==> config.mk <==
export PLATFORM = sky130hd
export DESIGN_NAME = rx_decoder_10b8b
export DESIGN_NICKNAME = d
export VERILOG_FILES = /design/src/rtl/rx_decoder_10b8b.sv
export SDC_FILE = /design/constraint.sdc
export NUM_CORES = 1
export LEC_CHECK = 0
export BUFFER_PORTS_ARGS = -buffer_cell sky130_fd_sc_hd__buf_2
export CAP_MARGIN = 20
export CORE_ASPECT_RATIO = 1.2
export CORE_UTILIZATION = 45
export DETAILED_ROUTE_END_ITERATION = 10
export PLACE_DENSITY = 0.69
export SYNTH_ARGS = -nofsm -noshare
export SYNTH_HDL_FRONTEND = slang
export SYNTH_SLANG_ARGS = --single-unit
==> constraint.sdc <==
create_clock -name clk -period 3.47 [get_ports clk]
set_input_delay 0.1735 -clock clk [delete_from_list [all_inputs] [get_ports clk]]
set_output_delay 0.1735 -clock clk [all_outputs]
set_load 0.03 [all_outputs]
==> src/rtl/rx_decoder_10b8b.sv <==
// 10b/8b receive decoder: Clause 36 code-group lookup, running-disparity tracking,
// code/disparity error flags and a saturating error counter. One-cycle registered latency.
module rx_decoder_10b8b #(
  parameter int unsigned CNT_W = 8
) (
  input  logic             clk,
  input  logic             RESET,
  input  logic [9:0]       rx_code_group,
  input  logic             code_status,
  input  logic             clr_count,
  output logic [7:0]       rxd,
  output logic             rx_is_k,
  output logic             rx_valid,
  output logic             code_err,
  output logic             disp_err,
  output logic             rd_out,
  output logic [CNT_W-1:0] err_count
);

  logic [5:0]       w_6b;
  logic [3:0]       w_4b;
  logic [3:0]       w_k4;
  logic [2:0]       w_ones6;
  logic [2:0]       w_ones4;
  logic [4:0]       w_x;
  logic [2:0]       w_dy;
  logic [2:0]       w_ky;
  logic [2:0]       w_y;
  logic             w_ok6;
  logic             w_ok4;
  logic             w_kok4;
  logic             w_alt4;
  logic             w_k28;
  logic             w_k7;
  logic             w_alt_p;
  logic             w_alt_n;
  logic             w_alt_ok;
  logic             w_code_err;
  logic             w_disp_err;
  logic             w_is_k;
  logic             w_rd6;
  logic             w_rd4;
  logic             w_derr6;
  logic             w_derr4;
  logic             w_cnt_inc;

  logic [7:0]       r_rxd;
  logic             r_is_k;
  logic             r_valid;
  logic             r_code_err;
  logic             r_disp_err;
  logic             r_rd;
  logic [CNT_W-1:0] r_cnt;

  assign w_6b = rx_code_group[9:4];
  assign w_4b = rx_code_group[3:0];

  always_comb begin
    w_ones6 = '0;
    for (int i = 0; i < 6; i++) w_ones6 = w_ones6 + {2'b00, w_6b[i]};
    w_ones4 = '0;
    for (int i = 0; i < 4; i++) w_ones4 = w_ones4 + {2'b00, w_4b[i]};
  end

  // 6b -> EDCBA, both RD columns; flags mark K28 and the sub-blocks that permit A7/K.x.7.
  always_comb begin
    w_x     = 5'd0;
    w_ok6   = 1'b1;
    w_k28   = 1'b0;
    w_k7    = 1'b0;
    w_alt_p = 1'b0;
    w_alt_n = 1'b0;
    case (w_6b)
      6'b100111, 6'b011000: w_x = 5'd0;
      6'b011101, 6'b100010: w_x = 5'd1;
      6'b101101, 6'b010010: w_x = 5'd2;
      6'b110001:            w_x = 5'd3;
      6'b110101, 6'b001010: w_x = 5'd4;
      6'b101001:            w_x = 5'd5;
      6'b011001:            w_x = 5'd6;
      6'b111000, 6'b000111: w_x = 5'd7;
      6'b111001, 6'b000110: w_x = 5'd8;
      6'b100101:            w_x = 5'd9;
      6'b010101:            w_x = 5'd10;
      6'b110100:            begin w_x = 5'd11; w_alt_n = 1'b1; end
      6'b001101:            w_x = 5'd12;
      6'b101100:            begin w_x = 5'd13; w_alt_n = 1'b1; end
      6'b011100:            begin w_x = 5'd14; w_alt_n = 1'b1; end
      6'b010111, 6'b101000: w_x = 5'd15;
      6'b011011, 6'b100100: w_x = 5'd16;
      6'b100011:            begin w_x = 5'd17; w_alt_p = 1'b1; end
      6'b010011:            begin w_x = 5'd18; w_alt_p = 1'b1; end
      6'b110010:            w_x = 5'd19;
      6'b001011:            begin w_x = 5'd20; w_alt_p = 1'b1; end
      6'b101010:            w_x = 5'd21;
      6'b011010:            w_x = 5'd22;
      6'b111010, 6'b000101: begin w_x = 5'd23; w_k7 = 1'b1; end
      6'b110011, 6'b001100: w_x = 5'd24;
      6'b100110:            w_x = 5'd25;
      6'b010110:            w_x = 5'd26;
      6'b110110, 6'b001001: begin w_x = 5'd27; w_k7 = 1'b1; end
      6'b001110:            w_x = 5'd28;
      6'b101110, 6'b010001: begin w_x = 5'd29; w_k7 = 1'b1; end
      6'b011110, 6'b100001: begin w_x = 5'd30; w_k7 = 1'b1; end
      6'b101011, 6'b010100: w_x = 5'd31;
      6'b001111, 6'b110000: begin w_x = 5'd28; w_k28 = 1'b1; end
      default:              w_ok6 = 1'b0;
    endcase
  end

  // Data 4b -> HGF
  always_comb begin
    w_dy   = 3'd0;
    w_ok4  = 1'b1;
    w_alt4 = 1'b0;
    case (w_4b)
      4'b1011, 4'b0100: w_dy = 3'd0;
      4'b1001:          w_dy = 3'd1;
      4'b0101:          w_dy = 3'd2;
      4'b1100, 4'b0011: w_dy = 3'd3;
      4'b1101, 4'b0010: w_dy = 3'd4;
      4'b1010:          w_dy = 3'd5;
      4'b0110:          w_dy = 3'd6;
      4'b1110, 4'b0001: w_dy = 3'd7;
      4'b0111, 4'b1000: begin w_dy = 3'd7; w_alt4 = 1'b1; end
      default:          w_ok4 = 1'b0;
    endcase
  end

  // K28 4b follows the complemented column after 110000, so fold it onto the 001111 set.
  assign w_k4 = (w_6b == 6'b110000) ? ~w_4b : w_4b;

  always_comb begin
    w_ky   = 3'd0;
    w_kok4 = 1'b1;
    case (w_k4)
      4'b0100: w_ky = 3'd0;
      4'b1001: w_ky = 3'd1;
      4'b0101: w_ky = 3'd2;
      4'b0011: w_ky = 3'd3;
      4'b0010: w_ky = 3'd4;
      4'b1010: w_ky = 3'd5;
      4'b0110: w_ky = 3'd6;
      4'b1000: w_ky = 3'd7;
      default: w_kok4 = 1'b0;
    endcase
  end

  assign w_alt_ok   = w_k7 || (w_4b == 4'b0111 && w_alt_p) || (w_4b == 4'b1000 && w_alt_n);
  assign w_code_err = !w_ok6 || (w_k28 ? !w_kok4 : (!w_ok4 || (w_alt4 && !w_alt_ok)));
  assign w_is_k     = !w_code_err && (w_k28 || (w_k7 && w_alt4));
  assign w_y        = w_k28 ? w_ky : w_dy;

  always_comb begin
    if (w_ones6 > 3'd3)          w_rd6 = 1'b1;
    else if (w_ones6 < 3'd3)     w_rd6 = 1'b0;
    else if (w_6b == 6'b000111)  w_rd6 = 1'b1;
    else if (w_6b == 6'b111000)  w_rd6 = 1'b0;
    else                         w_rd6 = r_rd;
    if (w_ones4 > 3'd2)          w_rd4 = 1'b1;
    else if (w_ones4 < 3'd2)     w_rd4 = 1'b0;
    else if (w_4b == 4'b0011)    w_rd4 = 1'b1;
    else if (w_4b == 4'b1100)    w_rd4 = 1'b0;
    else                         w_rd4 = w_rd6;
  end

  assign w_derr6    = (w_ones6 == 3'd4 && r_rd) || (w_ones6 == 3'd2 && !r_rd);
  assign w_derr4    = (w_ones4 == 3'd3 && w_rd6) || (w_ones4 == 3'd1 && !w_rd6);
  assign w_disp_err = !w_code_err && (w_derr6 || w_derr4);
  assign w_cnt_inc  = code_status && (w_code_err || w_disp_err) && (r_cnt != {CNT_W{1'b1}});

  always_ff @(posedge clk) begin
    if (RESET) begin
      r_rxd      <= 8'h00;
      r_is_k     <= 1'b0;
      r_valid    <= 1'b0;
      r_code_err <= 1'b0;
      r_disp_err <= 1'b0;
      r_rd       <= 1'b0;
      r_cnt      <= '0;
    end else begin
      r_rxd      <= w_code_err ? 8'h00 : {w_y, w_x};
      r_is_k     <= w_is_k;
      r_valid    <= code_status;
      r_code_err <= code_status && w_code_err;
      r_disp_err <= code_status && w_disp_err;
      r_rd       <= w_rd4;
      if (clr_count)      r_cnt <= '0;
      else if (w_cnt_inc) r_cnt <= r_cnt + {{(CNT_W-1){1'b0}}, 1'b1};
    end
  end

  assign rxd       = r_rxd;
  assign rx_is_k   = r_is_k;
  assign rx_valid  = r_valid;
  assign code_err  = r_code_err;
  assign disp_err  = r_disp_err;
  assign rd_out    = r_rd;
  assign err_count = r_cnt;

endmodule

==> key figures, run 1 <==
Routing
  • Routed wire length: 6230 µm
  • Routed via count: 2601
  • Number of routed nets with antenna violations: 0
  • First-pass DRT Iterations: 5
  • WL/cell: 15.2 µm
  • Post-DR vias/cell: 6.36
  • Drt drc: 0
  • Initial drt markers: 229

Worst hold path
  • Worst hold path depth: 2
  • Hold_sp: clr_count
  • Worst Hold Endpoint: err_count[6]
  • Hold WC Path Type: in2reg

Place
  • Placed wire-length estimate: 4650 µm
  • Placer congestion estimate: 0.915
  • Port buffer count: 34
  • Post-DP Area: 0.00268 mm²
  • Placed cells: 404

Synthesis
  • Mux cell area share after synthesis: 4.24%
  • Syn_nets: 350
  • Avg Cell Area, Syn: 7.77 µm²
  • Register bit total from synthesis: 21
  • Simple-gate share of the synthesized area: 29.0%
  • Post-synthesis async set-or-reset flop share: 0%
  • Distinct cells, synth: 76
  • Post-synth EDFFs: 0
  • Post-synthesis sequential area ratio: 17.0%
  • Synth Instances: 319
  • Yosys warnings: 0
  • Compound-Gate Fraction of Synth Area: 29.9%
  • Cell area after synthesis: 0.00248 mm²
  • Adder-cell share of the synthesized area: 9.80%
  • XOR/XNOR share of the synthesized area: 1.41%
  • Ys flop type: dfxtp_1
  • Combinational family with the most area after synthesis: compound AO/OA/AOI/OAI gates

Layout
  • Post-route cell area: 0.00273 mm²
  • Area grow syn2layout: 10.3%
  • Non-filler cells in the finished layout: 409
  • Ratio of cells with drive above 1 in the final layout: 19.9%
  • Ant. Diodes: 0
  • Nets: 379

Setup path
  • R2R Setup Slk: 1.49 ns
  • R2r worst-path depth: 7
  • Worst EP required: 3.62 ns
  • CP Data Arrival Time: 3.43 ns
  • CP Class: in2reg
  • Reg2reg start: rd_out
  • CP endpoint kind: flip-flop
  • Crit start category: input pin
  • Critical R2R Capture: err_count[6]
  • CP Max Fanout: 8

Clock network
  • CTS tree: yes
  • Clock buffer count from CTS: 3
  • CTS root buffer: clkbuf_8
  • CTS Buffer Depth: 2
  • Clock transition at path regs: 0.07 ns
  • H-tree Lvls: 1
  • Total clock sinks: 21
  • Clock latency on the worst-skew pair: 0.26 ns

Power
  • Clock power frac: 20.9%
  • Reg power frac: 34.3%
  • VDD IR-drop max: 128 µV
  • Logic pwr share: 44.9%
  • PnR Total Power: 749 µW
  • Internal cell power: 457 µW
  • Net switching power: 292 µW
  • Net Sw Frac: 39.0%
  • Pleak: 0.00109 µW
  • PwrDens: 274 mW/mm²

Die
  • Full die area: 0.00581 mm²
  • Core Region: 0.00530 mm²
  • Row count: 29
  • Num ports: 35
  • Die H: 83.3 µm
  • Initial core utilization: 46.8%
  • Die W: 69.7 µm

Timing
  • Least-Margin Pin Slew: 0.671 ns
  • RSZ-0062 raised after global routing: false
  • Hold Slack: 0.188 ns
  • Final Max Tran Viols: 0
  • Highest clock rate: 305 MHz
  • Fin crit share: 94.4%
  • Clock skew: 0.00824 ns
  • Hold Violations, Final: 0
  • Max_slew headroom: 55.1%
  • Min Tclk post-route: 3.27 ns
  • Setup violators final: 0

Global routing
  • Vias in the first global route: 2275
  • Gr ovfl total: 0
  • GRT Total Usage: 21.7%
  • First-pass GRT wire length: 10700 µm
  • Antenna violations before repair: 0
  • Largest net degree at the start of global routing: 33

Flow run
  • Max-cap viol count: 0

Outcome
  • Status: complete, no violations
## worst max-delay path, cell delays in order
cell and delay [ns]:
buf_2 0.11, fa_1 0.53, inv_1 0.05, fa_1 0.47
inv_1 0.04, ha_1 0.16, inv_1 0.06, fa_1 0.45
o41ai_2 0.34, buf_4 0.17, xnor2_1 0.15, a31oi_4 0.19
a21o_1 0.20, a2111oi_2 0.33
## kinds of logic (layout without fill, tap and decap cells)
kind of cell / count (synthesis) / after routing
flops: 21 / 21
xor+xnor: 4 / 4
mux: 10 / 10
simple gates: 127 / 127
compound gates: 95 / 95
fa+ha+maj: 17 / 17
buf+inv: 45 / 73
## metal layers
metal	global-route usage [%]	wire length, µm	share of wire (%)	up-vias
li1	-	-	-	1255
met1	29.7	2770	44	1204
met2	35.8	2920	47	127
met3	1.58	380	6.1	15
met4	7.82	157	2.5	0
met5	0	0	0	-
## power groups by stage
stage	combinational [µW]	clock, µW	sequential [µW]
2_1_floorplan	232	0	284
3_3_place_gp	322	0	263
3_5_place_dp	326	0	262
4_1_cts	326	162	257
5_1_grt	368	171	258
6_report	336	156	257
## layout make-up
cell class / instances / area [µm²]
Tap cell: 62 / 77.6
Fill cell: 524 / 2570
Clock inverter: 1 / 5.00
Clock buffer: 3 / 41.3
Inverter: 24 / 90.1
Multi-Input combinational cell: 253 / 1840
Timing Repair Buffer: 45 / 253
Sequential cell: 21 / 420
## cells in the final DEF, fill, tap and decap left out, types with 3 or more instances in the layout
cell type,count
and3b_1,3
a2111oi_2,3
and3_1,6
nand3_1,9
clkbuf_8,3
xnor2_1,3
nor2_1,18
fa_1,4
nand4_1,7
o211ai_1,4
nor2b_1,10
nor4_1,3
inv_1,23
nor3_1,6
o21ai_0,16
o22ai_1,8
nand2b_1,3
a21oi_1,18
o32ai_1,3
mux2i_1,9
buf_2,34
dfxtp_1,21
buf_4,11
a22oi_1,6
or3_1,7
and2_1,3
a31oi_1,4
nand3b_1,9
o311ai_0,3
nand2_1,26
ha_1,13
## what timing repair did
action	CTS	global route
hold buffers	0	0
endpoints found under the hold margin	0	0
gates resized for setup	0	0
buffers inserted	0	1
endpoints found under the setup margin	0	2
## registers in the layout (all words and copies together) (netlist names)
signal and flops:
disp_err 1, rx_valid 1, err_count 8, rxd 8
code_err 1, rx_is_k 1, rd_out 1
## per-stage QoR
stage | worst slack (ns) | setup TNS, ns | utilization [%]
5_1_grt | 0.0121 | 0 | 51.6
2_1_floorplan | 0.160 | 0 | -
6_report | 0.196 | 0 | 51.6
3_5_place_dp | -0.115 | -0.242 | 50.5
4_1_cts | 0.153 | 0 | 51.4
3_3_place_gp | -0.0708 | -0.0708 | 50.5
## how the worst max path moves through the flow
stage	startpoint	to	depth (start not counted)
after floorplan	rx_code_group[8]	err_count[6]	14
after global placement	rx_code_group[4]	err_count[6]	14
after detailed placement	rx_code_group[4]	err_count[6]	14
after CTS	rx_code_group[4]	err_count[6]	14
after global routing	rx_code_group[4]	err_count[6]	14
final	rx_code_group[4]	err_count[6]	14
## cell usage after synthesis (7+ instances only)
| library cell | n | area [µm²] |
|---|---|---|
| nand3b_1 | 9 | 67.6 |
| dfxtp_1 | 21 | 420 |
| or3_1 | 7 | 43.8 |
| nor2b_1 | 10 | 62.6 |
| mux2i_1 | 9 | 90.1 |
| ha_1 | 13 | 163 |
| nor2_1 | 18 | 67.6 |
| o21ai_0 | 16 | 80.1 |
| inv_1 | 23 | 86.3 |
| o22ai_1 | 8 | 50.1 |
| a21oi_1 | 18 | 90.1 |
| nand3_1 | 9 | 45.0 |
| buf_2 | 8 | 40.0 |
| clkbuf_1 | 7 | 26.3 |
| nand2_1 | 26 | 97.6 |
| nand4_1 | 7 | 43.8 |
No activity file was read; power rests on OpenSTA's default activity.
==> run 2, diff against run 1 <==
Settings changed: CTS_BUF_LIST set to sky130_fd_sc_hd__clkbuf_8 sky130_fd_sc_hd__clkbuf_16, RECOVER_POWER set to 25.
==> run 2 against run 1 <==
- setup slack is essentially flat
- total power shrank 0.28%
- sequential share of layout area grew 0.071 points
- critical path depth is the same
==> key figures, run 2 (synthesized netlist as in run 1, its figures left out) <==
Flow run
  • Max-cap viol count: 0

Setup path
  • R2r worst-path depth: 7
  • Crit path to: err_count[6]
  • Crit start category: input pin
  • Reg2reg start: rd_out
  • Crit path from: rx_code_group[4]
  • Worst EP required: 3.62 ns
  • R2R Setup Slk: 1.49 ns
  • Critical R2R Capture: err_count[6]
  • CP Class: in2reg
  • CP Max Fanout: 8
  • CP Data Arrival Time: 3.43 ns
  • CP endpoint kind: flip-flop

Place
  • Post-DP Area: 0.00268 mm²
  • Placer congestion estimate: 0.915
  • Placed wire-length estimate: 4650 µm
  • Port buffer count: 34

Timing
  • Final Max Tran Viols: 0
  • Highest clock rate: 305 MHz
  • Fin crit share: 94.4%
  • Max_slew headroom: 55.1%
  • Hold Violations, Final: 0
  • Setup violators final: 0
  • RSZ-0062 raised after global routing: false
  • Min Tclk post-route: 3.27 ns
  • Clock skew: 0.00837 ns
  • Least-Margin Pin Slew: 0.672 ns

Routing
  • Routed via count: 2600
  • Initial drt markers: 232
  • First-pass DRT Iterations: 6
  • Post-DR vias/cell: 6.36
  • Number of routed nets with antenna violations: 0
  • WL/cell: 15.2 µm
  • Drt drc: 0
  • Routed wire length: 6230 µm

Worst hold path
  • Hold WC Path Type: in2reg

Clock network
  • Hold_buf cts: 0
  • CTS root buffer: clkbuf_8
  • H-tree Lvls: 1
  • # resized after CTS: 0
  • CTS Buffer Depth: 2
  • Total clock sinks: 21
  • Clock latency on the worst-skew pair: 0.26 ns
  • Clock buffer count from CTS: 3
  • Clock transition at path regs: 0.07 ns
  • CTS tree: yes

Global routing
  • GR peak layer: met2
  • GR Util met2: 35.8%
  • Antenna violations before repair: 0
  • Largest net degree at the start of global routing: 33
  • First-pass GRT wire length: 10700 µm
  • Gr ovfl total: 0
  • Met1 Track Usage GR: 29.7%
  • Met3 Use GR: 1.58%
  • Vias in the first global route: 2275
  • GRT Total Usage: 21.7%

Die
  • Die W: 69.7 µm
  • Core Region: 0.00530 mm²
  • Num ports: 35
  • Initial core utilization: 46.8%
  • Row count: 29
  • Die H: 83.3 µm
  • Full die area: 0.00581 mm²

Layout
  • Most common cell after layout, fill and taps aside: nand2_1
  • Ant. Diodes: 0
  • Post-route cell area: 0.00272 mm²
  • Fill count: 532
  • Storage cell area: 420 µm²
  • Area grow syn2layout: 9.75%
  • Nets: 379
  • Ratio of cells with drive above 1 in the final layout: 17.0%
  • Multi-input gate area: 0.00184 mm²
  • Most frequent cells in the layout: nand2_1, buf_2, inv_1

Power
  • PnR Total Power: 747 µW
  • Pleak: 0.00105 µW
  • VDD IR-drop max: 128 µV
  • PwrDens: 275 mW/mm²

Outcome
  • Status: complete, no violations
==> run 2: worst min path at each step <==
stage / to / depth (start not counted) / startpoint / slack (ns)
finish: err_count[6] / 2 / clr_count / 0.18
CTS: err_count[6] / 2 / clr_count / 0.17
global placement: err_count[6] / 2 / clr_count / 0.45
floorplan: err_count[6] / 1 / clr_count / 0.24
detailed placement: err_count[6] / 2 / clr_count / 0.44
global route: err_count[6] / 2 / clr_count / 0.19
==> run 2: stage by stage <==
stage / hold WS (ns) / instances / setup WS [ns] / TNS, ns / util (%)
2_1_floorplan: 0.242 / 319 / 0.160 / 0 / -
3_3_place_gp: 0.450 / 404 / -0.0708 / -0.0708 / 50.5
3_5_place_dp: 0.441 / 404 / -0.115 / -0.242 / 50.5
4_1_cts: 0.171 / 408 / 0.153 / 0 / 51.4
5_1_grt: 0.191 / 409 / 0.0121 / 0 / 51.3
6_report: 0.185 / 409 / 0.196 / 0 / 51.3
==> run 2: cell type report <==
cell class	instances	share of cell area, %
inverters	24	3.31
repair buffers	45	8.84
flip-flops and latches	21	15.5
multi-input cells	253	67.8
clock buffers	3	1.52
clock inverters	1	0.184
well taps	62	2.85
==> run 2: routing by layer <==
| layer | vias to the layer above | part of all wire (%) | routed length, µm |
|---|---|---|---|
| met5 | - | 0 | 0 |
| met4 | 0 | 2.9 | 180 |
| met3 | 19 | 6.0 | 374 |
| met2 | 126 | 46 | 2890 |
| met1 | 1199 | 45 | 2780 |
| li1 | 1256 | - | - |
==> run 2: timing repair <==
action | in CTS | in global routing
setup buffers | 0 | 1
setup endpoints to repair | 0 | 2
endpoints found under the hold margin | 0 | 0
==> run 2: power breakdown <==
part           internal, µW  switching [µW]
Combinational           124             210
Clock                  79.8            76.4
Sequential              252            5.43
==> run 2: worst max-delay path, cell delays in order <==
cell       delay, ns
buf_2           0.11
fa_1            0.53
inv_1           0.05
fa_1            0.47
inv_1           0.04
ha_1            0.16
inv_1           0.06
fa_1            0.45
o41ai_2         0.34
buf_4           0.17
xnor2_1         0.15
a31oi_4         0.19
a21o_1          0.20
a2111oi_2       0.33
